### config.mk
export PLATFORM = sky130hd
export DESIGN_NAME = serial_subtractor
export DESIGN_NICKNAME = d
export VERILOG_FILES = /design/src/rtl/sub_pkg.sv /design/src/rtl/serial_subtractor_full_subtractor.sv /design/src/rtl/serial_subtractor.sv
export SDC_FILE = /design/constraint.sdc
export NUM_CORES = 1
export LEC_CHECK = 0
export ABC_AREA = 1
export BUFFER_PORTS_ARGS = -buffer_cell sky130_fd_sc_hd__buf_2
export CAP_MARGIN = 20
export CELL_PAD_IN_SITES_DETAIL_PLACEMENT = 1
export CELL_PAD_IN_SITES_GLOBAL_PLACEMENT = 2
export CORE_MARGIN = 3
export CORE_UTILIZATION = 31
export DETAILED_ROUTE_END_ITERATION = 8
export PLACE_DENSITY_LB_ADDON = 0.1
export SYNTH_ARGS = -nofsm -noshare
export SYNTH_HDL_FRONTEND = slang
export SYNTH_HIERARCHICAL = 1
export SYNTH_SLANG_ARGS = --single-unit
### constraint.sdc
create_clock -name clk -period 1.7 [get_ports clk]
set_input_delay 0.17 -clock clk [delete_from_list [all_inputs] [get_ports clk]]
set_output_delay 0.17 -clock clk [all_outputs]
set_load 0.03 [all_outputs]
### src/rtl/sub_pkg.sv
// Shared types and helpers for the bit-serial subtractor.
//   sub_state_t : controller state encoding (IDLE, CALC, DONE)
//   cnt_width() : bit count for the per-operation bit counter
package sub_pkg;

  typedef enum logic [1:0] {
    IDLE = 2'd0,
    CALC = 2'd1,
    DONE = 2'd2
  } sub_state_t;

  // One spare bit above $clog2 keeps WIDTH=1 legal (zero-width would be illegal)
  // and leaves headroom so the counter cannot wrap before the last compare.
  function automatic int cnt_width(input int width);
    return $clog2(width) + 1;
  endfunction

endpackage

### src/rtl/serial_subtractor_full_subtractor.sv
// One-bit full subtractor, the dual of a full adder.
//   a    : minuend bit
//   b    : subtrahend bit
//   bin  : borrow in from the less significant bit
//   d    : difference bit
//   bout : borrow out to the next bit
module full_subtractor (
  input  logic a,
  input  logic b,
  input  logic bin,
  output logic d,
  output logic bout
);

  assign d    = a ^ b ^ bin;
  // Borrow when a=0,b=1, or when the bits match and a borrow is already pending.
  assign bout = (~a & b) | (~(a ^ b) & bin);

endmodule

### src/rtl/serial_subtractor.sv
// Bit-serial unsigned subtractor: diff = a - b (mod 2^WIDTH), one bit per clock,
// LSB first, with valid/ready handshakes on operand and result sides.
//   clk       : rising-edge clock
//   rst       : asynchronous reset, active-high
//   in_valid  : operands a/b valid
//   in_ready  : block accepts operands (IDLE only)
//   a, b      : minuend / subtrahend, unsigned
//   out_valid : diff/borrow/zero valid (DONE only)
//   out_ready : consumer takes result
//   diff      : a - b mod 2^WIDTH
//   borrow    : 1 iff a < b
//   zero      : 1 iff diff == 0
//
// state | meaning
// ------+-------------------------------------------------------------
// IDLE  | waiting for operands; in_ready=1
// CALC  | one difference bit per clock, WIDTH clocks total
// DONE  | result presented with out_valid=1, held until out_ready
module serial_subtractor #(
  parameter int WIDTH = 4
) (
  input  logic             clk,
  input  logic             rst,
  input  logic             in_valid,
  output logic             in_ready,
  input  logic [WIDTH-1:0] a,
  input  logic [WIDTH-1:0] b,
  output logic             out_valid,
  input  logic             out_ready,
  output logic [WIDTH-1:0] diff,
  output logic             borrow,
  output logic             zero
);
  import sub_pkg::*;

  localparam int            CW       = cnt_width(WIDTH);
  localparam logic [CW-1:0] CNT_LAST = CW'(WIDTH - 1);

  sub_state_t       state_q, state_d;
  logic [WIDTH-1:0] a_sh_q, a_sh_d;
  logic [WIDTH-1:0] b_sh_q, b_sh_d;
  logic [WIDTH-1:0] diff_sh_q, diff_sh_d;
  logic             bor_q, bor_d;
  logic [CW-1:0]    cnt_q, cnt_d;
  logic [WIDTH-1:0] diff_q, diff_d;
  logic             borrow_q, borrow_d;
  logic             zero_q, zero_d;

  logic             fs_d;
  logic             fs_bout;
  logic [WIDTH-1:0] diff_sh_next;

  full_subtractor u_fs (
    .a    (a_sh_q[0]),
    .b    (b_sh_q[0]),
    .bin  (bor_q),
    .d    (fs_d),
    .bout (fs_bout)
  );

  // New bit enters at the MSB so that after WIDTH shifts the LSB-first
  // stream lines up as a normal binary word.
  generate
    if (WIDTH == 1) begin : g_w1
      assign diff_sh_next = fs_d;
    end else begin : g_wn
      assign diff_sh_next = {fs_d, diff_sh_q[WIDTH-1:1]};
    end
  endgenerate

  always_comb begin
    state_d   = state_q;
    a_sh_d    = a_sh_q;
    b_sh_d    = b_sh_q;
    diff_sh_d = diff_sh_q;
    bor_d     = bor_q;
    cnt_d     = cnt_q;
    diff_d    = diff_q;
    borrow_d  = borrow_q;
    zero_d    = zero_q;
    case (state_q)
      IDLE: begin
        if (in_valid) begin
          a_sh_d  = a;
          b_sh_d  = b;
          bor_d   = 1'b0;
          cnt_d   = '0;
          state_d = CALC;
        end
      end
      CALC: begin
        a_sh_d    = a_sh_q >> 1;
        b_sh_d    = b_sh_q >> 1;
        diff_sh_d = diff_sh_next;
        bor_d     = fs_bout;
        cnt_d     = cnt_q + 1'b1;
        if (cnt_q == CNT_LAST) begin
          // Final borrow out of the MSB is exactly the unsigned a < b flag.
          diff_d   = diff_sh_next;
          borrow_d = fs_bout;
          zero_d   = (diff_sh_next == '0);
          state_d  = DONE;
        end
      end
      DONE: begin
        if (out_ready) begin
          state_d = IDLE;
        end
      end
      default: state_d = IDLE;
    endcase
  end

  always_ff @(posedge clk or posedge rst) begin
    if (rst) begin
      state_q   <= IDLE;
      a_sh_q    <= '0;
      b_sh_q    <= '0;
      diff_sh_q <= '0;
      bor_q     <= 1'b0;
      cnt_q     <= '0;
      diff_q    <= '0;
      borrow_q  <= 1'b0;
      zero_q    <= 1'b0;
    end else begin
      state_q   <= state_d;
      a_sh_q    <= a_sh_d;
      b_sh_q    <= b_sh_d;
      diff_sh_q <= diff_sh_d;
      bor_q     <= bor_d;
      cnt_q     <= cnt_d;
      diff_q    <= diff_d;
      borrow_q  <= borrow_d;
      zero_q    <= zero_d;
    end
  end

  // Decoded straight from the state flop so reset drops out_valid asynchronously.
  assign in_ready  = (state_q == IDLE);
  assign out_valid = (state_q == DONE);
  assign diff      = diff_q;
  assign borrow    = borrow_q;
  assign zero      = zero_q;

endmodule

==> results.md <==
- Run status: completed
- Vertical extent of the die: 64.4 microns
- Core ar.: 3150 sq um
- N_diodes: 0
- Count of buffers from port buffering: 19
- Avg Inst Size Synth: 8.21 sq um
- Maximum fanout along the worst path: 9
- First-pass GRT wire length: 4050 microns
- Warning count from the yosys run: 6
- Standby leakage power: 0.717 nW
- Largest net degree at the start of global routing: 24
- Startpoint of the worst register-to-register path: cnt_q[0]$_DFFE_PP0P_
- Pin slew with the least headroom to its limit: 461 ps
- Most common cell after layout, fill and taps aside: sky130_fd_sc_hd__nand2_1
- Crit path depth: 2
- Slowest Stage Delay on Critical Path: 520 ps
- Via count: 883
- Total of max-cap violations: 0
- RD Place Congestion: 0.679
- Met3 usage: 3.12%
- Flip-flop and latch count after synthesis: 23
- Critical register-to-register path endpoint: borrow$_DFFE_PP0P_
- Power density over cell area: 1910 nW/um^2
- Ports placed on the boundary: 20
- CTS tree: yes
- Post-Route Skew: 12.2 ps
- Unrepaired setup endpoints after global routing: no
- Remaining global-route overflow: 0
- Clock sink count: 23
- Number of failing setup endpoints in the final timing report: 0
- Critical Path AT: 1240 ps
- Kind of start point of the critical path: register
- Flop-to-flop setup slack: 330 ps
- Maximum VDD drop: 0.663 mV
- Syn Std Cell Area: 1060 sq um
- Clock edge transition at the registers on the reported setup and hold paths: 140 ps
- Hpwl dp: 1750 microns
- Pre-Repair DR Iteration Count: 4
- Vias in the first global route: 911
- Tmin final: 1410 ps
- Fraction of final layout cells with drive strength greater than 1: 20.8%
- Sequential area share after synthesis: 54.4%
- Count of final max-slew check failures: 0
- Category of the worst setup path capture point: output port
- Aggregate negative setup slack: 0 ps
- Worst-Skew Late Latency: 320 ps
- Worst-path cell with the longest stage delay: sky130_fd_sc_hd__dfrtp_1
- Share of the core filled with cells in the final layout: 39.8%
- Root Driver: sky130_fd_sc_hd__clkbuf_4
- GRT met2 Usage: 22.3%
- Most used routing layer: met2
- Post_cts resized: 0
- Total wire length: 2330 microns
- DRC Markers: 0
- Post-route clock period utilization: 82.7%
- Type of the most critical hold path: in -> reg
- Post-DR vias/cell: 4.46
- Overall die area: 4150 sq um
- Worst path buffer plus inverter count: 1
- Net count after synthesis: 144
- Startpoint-to-endpoint class of the critical path: reg -> out
- Total clock buffers created by CTS: 3
- Antenna violations before repair: 0
- Origin of the worst setup path: state_q[0]$_DFFE_PP0P_
- Layout area overhead: 18.7%
- Total Routing Usage GR: 12.5%
- H-tree Lvls: 1
- ANT nets after route: 0
- Crit path max-delay family: flip-flops
- F_max: 711 MHz
- Distinct cells, synth: 17
- Grt met1 use: 14.7%
- Post-CTS setup buffer count: 0
- DRC violation total after the first TritonRoute iteration: 48
- Largest buffer count on any clock path: 2
- Starting density of the core: 33.6%
- Final hold viol count: 0
- Worst setup path endpoint: in_ready
- Data required time of the critical path: 1530 ps
- Average wire per cell in the routed design: 11.8 microns
- Nets: 170
- Commonest cells after routing, fill and taps aside: 46 x sky130_fd_sc_hd__nand2_1, 23 x sky130_fd_sc_hd__dfrtp_1, 22 x sky130_fd_sc_hd__inv_1
- Rel. slew slack: 69.3%
- Cells traversed along the worst timing path: nor2_2, buf_2
- Number of core rows: 20
- Number of cells on the worst reg-to-reg path: 7
- Cells after synthesis: 129
- Die Width: 64.4 microns
## per-stage QoR
stage               hold WS [ps]  area (sq um)  std cells  power [mW]  setup slack [ps]
global route                7.72          1260        198        2.66               219
global placement             229          1220        193        2.15               405
detailed placement           234          1220        193        2.18               343
CTS                         12.3          1260        198        2.45               264
finish                      25.8          1260        198        2.40               294
floorplan                    172          1060        129        1.83               505
## worst register-to-register path, delay by kind of cell, from the launching register on
family / cells / cell delay [ps]
adder cells (fa/ha/maj): 2 / 400
buffers and inverters: 2 / 250
flip-flops: 1 / 420
AND/OR/NAND/NOR: 3 / 200
## timing repair
| action | CTS | global route |
|---|---|---|
| hold buffers | 1 | 0 |
| setup endpoints to repair | 0 | 0 |
| endpoints found under the hold margin | 23 | 0 |
## worst min-delay path by stage
stage	start	endpoint	slack [ps]	cells after the start
detailed placement	rst	b_sh_q[1]$_DFFE_PP0P_	230	3
finish	out_ready	state_q[1]$_DFFE_PP0P_	30	2
global placement	rst	b_sh_q[2]$_DFFE_PP0P_	230	3
CTS	out_ready	state_q[1]$_DFFE_PP0P_	10	2
global route	out_ready	state_q[1]$_DFFE_PP0P_	8	2
floorplan	rst	a_sh_q[0]$_DFFE_PP0P_	170	1
## routing by layer
layer  part of all wire (%)  up-vias
li1                       -      447
met1                     48      421
met2                     48       11
met3                    2.9        4
met4                    1.2        0
met5                      0        -
## flip-flops by register name (all words and copies together), names as in the netlist
name and count:
cnt_q 3, b_sh_q 4, a_sh_q 4, state_q 2, diff 4, borrow 1, zero 1, diff_sh_q 3
bor_q 1
## cell type report
class	count	area (sq um)
clock buffers	3	22.5
clock inverters	1	5.00
fillers	418	1900
inverters	23	86.3
multi-input cells	80	377
flip-flops and latches	23	576
well taps	44	55.1
repair buffers	24	135
## synthesized netlist by cell type
master / n / area share, %
sky130_fd_sc_hd__nand3_1: 9 / 4.3
sky130_fd_sc_hd__buf_2: 1 / 0.47
sky130_fd_sc_hd__buf_4: 2 / 1.4
sky130_fd_sc_hd__nor2_2: 1 / 0.59
sky130_fd_sc_hd__o31ai_1: 1 / 0.71
sky130_fd_sc_hd__ha_1: 2 / 2.4
sky130_fd_sc_hd__o21ai_1: 3 / 1.4
sky130_fd_sc_hd__dfrtp_1: 23 / 54
sky130_fd_sc_hd__nand2_2: 2 / 1.2
sky130_fd_sc_hd__o21ai_0: 7 / 3.3
sky130_fd_sc_hd__inv_1: 22 / 7.8
sky130_fd_sc_hd__fa_1: 1 / 1.9
sky130_fd_sc_hd__nand2_1: 46 / 16
sky130_fd_sc_hd__nor2_1: 5 / 1.8
sky130_fd_sc_hd__o21ai_2: 1 / 0.83
sky130_fd_sc_hd__a21oi_1: 2 / 0.95
sky130_fd_sc_hd__inv_2: 1 / 0.35
## kinds of logic (layout without fill, tap and decap cells)
group / count (synthesis) / in the layout / share of synthesized area [%]
AND/OR/NAND/NOR: 63 / 63 / 24.1
AO/OA/AOI/OAI: 14 / 14 / 7.21
flip-flops: 23 / 23 / 54.4
buffers and inverters: 26 / 51 / 10.0
adder cells (fa/ha/maj): 3 / 3 / 4.26
## power by group
part	switching [mW]	internal (mW)	total (mW)	leakage, nW
clock	0.172	0.0879	0.260	0.0177
combinational	0.761	0.406	1.17	0.411
sequential	0.171	0.798	0.969	0.289
Power figures use the tool's default switching activity.
